## config.mk

```make
export PLATFORM = sky130hd
export DESIGN_NAME = multi_tick
export DESIGN_NICKNAME = d
export VERILOG_FILES = /design/src/rtl/multi_tick.sv
export SDC_FILE = /design/constraint.sdc
export NUM_CORES = 1
export LEC_CHECK = 0
export BUFFER_PORTS_ARGS = -buffer_cell sky130_fd_sc_hd__buf_2
export CORE_MARGIN = 5
export CORE_UTILIZATION = 55
export DETAILED_ROUTE_END_ITERATION = 10
export PLACE_DENSITY = 0.73
export SLEW_MARGIN = 25
export SYNTH_ARGS = -nofsm -noshare
export SYNTH_HDL_FRONTEND = slang
export SYNTH_SLANG_ARGS = --single-unit
export TNS_END_PERCENT = 1
```

## constraint.sdc

```tcl
create_clock -name clock -period 3.5 [get_ports clock]
set_input_delay 0.7 -clock clock [delete_from_list [all_inputs] [get_ports clock]]
set_output_delay 0.7 -clock clock [all_outputs]
set_load 0.05 [all_outputs]
```

## src/rtl/multi_tick.sv

```systemverilog
// Multi-channel programmable tick generator: per-channel period, periodic/one-shot mode and enable.
// Define MULTI_TICK_ALIGN_EN to restart a channel's count whenever its period is written.
module multi_tick #(
    parameter int N        = 20,
    parameter int CHANNELS = 4,
    parameter int SEL_W    = (CHANNELS > 1) ? $clog2(CHANNELS) : 1
) (
    input  logic                clock,
    input  logic                reset,
    input  logic                en,
    input  logic [CHANNELS-1:0] ch_en,
    input  logic [CHANNELS-1:0] oneshot,
    input  logic                div_we,
    input  logic [SEL_W-1:0]    div_sel,
    input  logic [N-1:0]        div_data,
    output logic [CHANNELS-1:0] m_tick,
    output logic [CHANNELS-1:0] done
);

`ifdef MULTI_TICK_ALIGN_EN
    localparam bit ALIGN_ON_WRITE = 1'b1;
`else
    localparam bit ALIGN_ON_WRITE = 1'b0;
`endif

    for (genvar g = 0; g < CHANNELS; g++) begin : g_ch
        logic [N-1:0] period_q, period_d;
        logic [N-1:0] count_q, count_d;
        logic         tick_q, tick_d;
        logic         done_q, done_d;
        logic         wr_hit;

        // Only indices below CHANNELS exist, so out-of-range selects match nothing.
        assign wr_hit = div_we && (div_sel == SEL_W'(g));

        always_comb begin
            period_d = period_q;
            count_d  = count_q;
            tick_d   = 1'b0;
            done_d   = done_q;

            if (!ch_en[g]) begin
                count_d = '0;
                done_d  = 1'b0;
            end else if (en && !done_q) begin
                // Terminal compares against the period in force before any same-cycle write.
                if (count_q >= period_q) begin
                    tick_d  = 1'b1;
                    count_d = '0;
                    done_d  = oneshot[g] && !wr_hit;
                end else begin
                    count_d = count_q + 1'b1;
                end
            end

            if (wr_hit) begin
                period_d = div_data;
                done_d   = 1'b0;
                if (ALIGN_ON_WRITE) begin
                    count_d = '0;
                end
            end
        end

        always_ff @(posedge clock) begin
            if (!reset) begin
                period_q <= '1;
                count_q  <= '0;
                tick_q   <= 1'b0;
                done_q   <= 1'b0;
            end else begin
                period_q <= period_d;
                count_q  <= count_d;
                tick_q   <= tick_d;
                done_q   <= done_d;
            end
        end

        assign m_tick[g] = tick_q;
        assign done[g]   = done_q;
    end

endmodule

```

==> flow_summary.yaml <==
clock_tree:
  hold_buffer_count_at_cts: 0
  tritoncts: "built"
  post-cts-setup-buffers: 0
  postCtsResizedCells: 0
  ctsHtreeMaxLevel: 4
  clockBufferDepth: 2
  clock_insertion_delay_worst_skew_ps: 420
  clockRootBuffer: "clkbuf_16"
  clk_pin_slew_ps: 60
  cts-buffers-inserted: 17
  clock_sink_count: 168
sta:
  tightest_slew_ps: 738.3
  relSlewSlack_pct: 50.66
  final_critical_path_time_including_i_o_delays_and_setup_ps: 2348
  setup_slack_ps: 1152
  number_of_pins_with_negative_max_slew_slack_in_the_final_report: 0
  final.setup.tns_ps: 0
  finClkSkew_ps: 5.824
  rsz0062_at_grt: "false"
  clock.fmax_ghz: 0.4258
  timing.final.hold_violations: 0
  finalCritPeriodShare_pct: 67.10
  finalSetupViolations: 0
route:
  vias: 6823
  drt_first_pass_iters: 5
  post_route_drc: 0
  postRouteAntennaNets: 0
  avgViaCountPerCell: 5.419
  routed_wirelength_um: 18710
  route.detailed.wl_per_inst_um: 14.86
  initialDrtViolationCount: 469
synth:
  synth.largest_area_cell: "dfxtp_1"
  post_synth_fa_ha_maj_area_fraction_pct: 12.19
  netlist_instances: 1015
  asyncSetResetFlopFracSynth_pct: 0
  number_of_flops_mapped_to_enable_cells_by_yosys: 0
  synth_compound_area_share_pct: 13.58
  synth.yosys.seq_area_share_pct: 39.00
  synthesis.nets: 1133
  synth-simple-area-share_pct: 21.69
  synth_top_cells_by_area: "dfxtp_1, ha_1, o211ai_1"
  cell_with_the_most_instances_after_synthesis: "dfxtp_1"
  synthesis.area_um2: 8625
  postSynthAreaPerCell_um2: 8.497
  synth.top_cells.by_count: "dfxtp_1, nand2_1, inv_1"
  yosys_warnings: 0
  ys.flop_type: "dfxtp_1"
  synth_top_family_by_area: "simple AND/OR/NAND/NOR gates"
  synth_xor_area_share_pct: 6.804
  post_synth_num_cell_types: 55
  synth.ff_latch_count: 168
  synth_top_cell_area_share_pct: 39.00
  synth.mux.area_fraction_pct: 0.1161
worst_setup_path:
  timing.critical_path.to_type: "flip-flop"
  critical_path.cell_chain: "ha_1 > nand4_1 > nor4_1 > a221oi_1 > nand3_1 > o21a_1 > nor3_1"
  library_cell_contributing_the_largest_single_delay_on_the_critical_path: "o21a_1"
  cp.required_ps: 3790
  path_delay_family: "simple AND/OR/NAND/NOR gates"
  r2r.worst_path.cells: 7
  crit_buf_inv: 0
  critPathLaunchType: "flip-flop"
  timing.critical_path.depth: 7
  worst-setup-path-type: "flip-flop to flip-flop"
  critical-path-max-stage-delay_ps: 540
  critPathMaxFanout: 16
  worst_ep_arrival_time_ps: 2630
floorplan:
  die_w_um: 135.2
  die_height_um: 135.2
  floorplan.initialDensity_pct: 56.32
  design.die.area_um2: 18290
  core_area_um2: 15310
  placement_rows: 45
  top_level_pins: 42
power:
  totalPowerFinal_mw: 3.987
  powerDensity_nw_per_um2: 421.3
  ir_worst_vdd_mv: 0.3856
  cellLeakagePower_nw: 4.310
placement:
  post-place-cells: 1227
  port_buffers: 41
  globalplace.congestion: 0.8326
  pre_cts_ws_ps: 989.4
  place.detailed.hpwl_um: 13370
layout:
  final_layout_size_suffix_gt1_share_pct: 9.160
  flow.area_growth_from_synthesis_pct: 9.735
  num-fill-cells: 1358
  ff_latch_area_um2: 3363
  layout.core_utilization_pct: 61.80
  multiInputGateArea_um2: 4697
  layout.nets: 1153
  antenna_cells_inserted: 0
  final-instance-count-excl-fill: 1259
global_route:
  grt_max_degree: 42
  grt_first_pass_wirelength_um: 31930
  first_global_vias: 6312
  grt_usage_pct: 21.38
  overflow: 0
  antenna_violations_before_repair: 0
run:
  cap_viol_max_count: 0
run_status:
  outcome: "completed"
worst_hold_path:
  min_path_type: "flip-flop to flip-flop"
  hold_path_depth: 2
==> area by class of cell <==
type	count	share of cell area, %
Clock buffer	24	4.984
Clock inverter	8	0.7668
Inverter	92	3.649
Multi-Input combinational cell	709	49.63
Sequential cell	168	35.54
Tap cell	211	2.790
Timing Repair Buffer	47	2.644
==> final timing paths <==
kind / from / slack (ps) / endpoint
max reg2reg: g_ch[1].count_q[15] / 1150 / g_ch[1].count_q[10]
min reg2reg: g_ch[0].period_q[0] / 490 / g_ch[0].period_q[0]
max: g_ch[1].count_q[15] / 1150 / g_ch[1].count_q[10]
min: g_ch[0].period_q[0] / 490 / g_ch[0].period_q[0]
==> through the flow <==
| step | area (um2) | hold slack [ps] |
|---|---|---|
| final | 9464 | 485.5 |
| after global routing | 9464 | 502.6 |
| after detailed placement | 8920 | 470.0 |
| after floorplan | 8625 | 445.6 |
| after CTS | 9464 | 487.3 |
| after global placement | 8920 | 466.8 |
==> placed cells by master, fill, tap and decap left out, types with 5 or more instances in the layout <==
master / instances
dfxtp_1: 168
nand2_1: 148
inv_1: 92
ha_1: 84
o211ai_1: 80
nor2_1: 65
nor3_1: 46
buf_2: 41
nand3_1: 39
xor2_1: 37
a21oi_1: 36
xnor2_1: 30
nand4_1: 23
clkbuf_16: 17
nor2_2: 11
o21ai_0: 11
nand2b_1: 9
and3_1: 9
nor4_1: 7
a21o_1: 6
and4_1: 6
buf_4: 6
and2_1: 5
o21a_1: 5
nor2b_1: 5
clkbuf_1: 5
==> report_power, final <==
part | internal [mW] | switching, mW
Sequential | 1.96 | 0.0159
Combinational | 0.0846 | 0.169
Clock | 1.01 | 0.744
==> per-layer routing <==
layer	vias to the layer above	routed length, um	track usage, %
li1	3533	-	-
met5	-	0	0
met1	3126	9361	31.10
met4	0	162	4.255
met3	19	828	4.272
met2	145	8353	33.10
==> cells by family after synthesis <==
| family | Yosys count |
|---|---|
| simple gates | 393 |
| flops | 168 |
| compound gates | 164 |
| buf+inv | 138 |
| fa+ha+maj | 84 |
| xor+xnor | 67 |
| mux | 1 |
==> worst min-delay path, delay by kind of cell (launching register included) <==
family | cells | cell delay, ps
DFF | 1 | 340
muxes | 1 | 70
and+or+nand+nor | 1 | 50
==> state kept, by name, summed over array words and instances (netlist names) <==
| signal | count |
|---|---|
| g_ch.count_q | 80 |
| g_ch.period_q | 80 |
| g_ch.done_q | 4 |
| g_ch.tick_q | 4 |
Note: power is estimated with default switching activity, not from simulation.
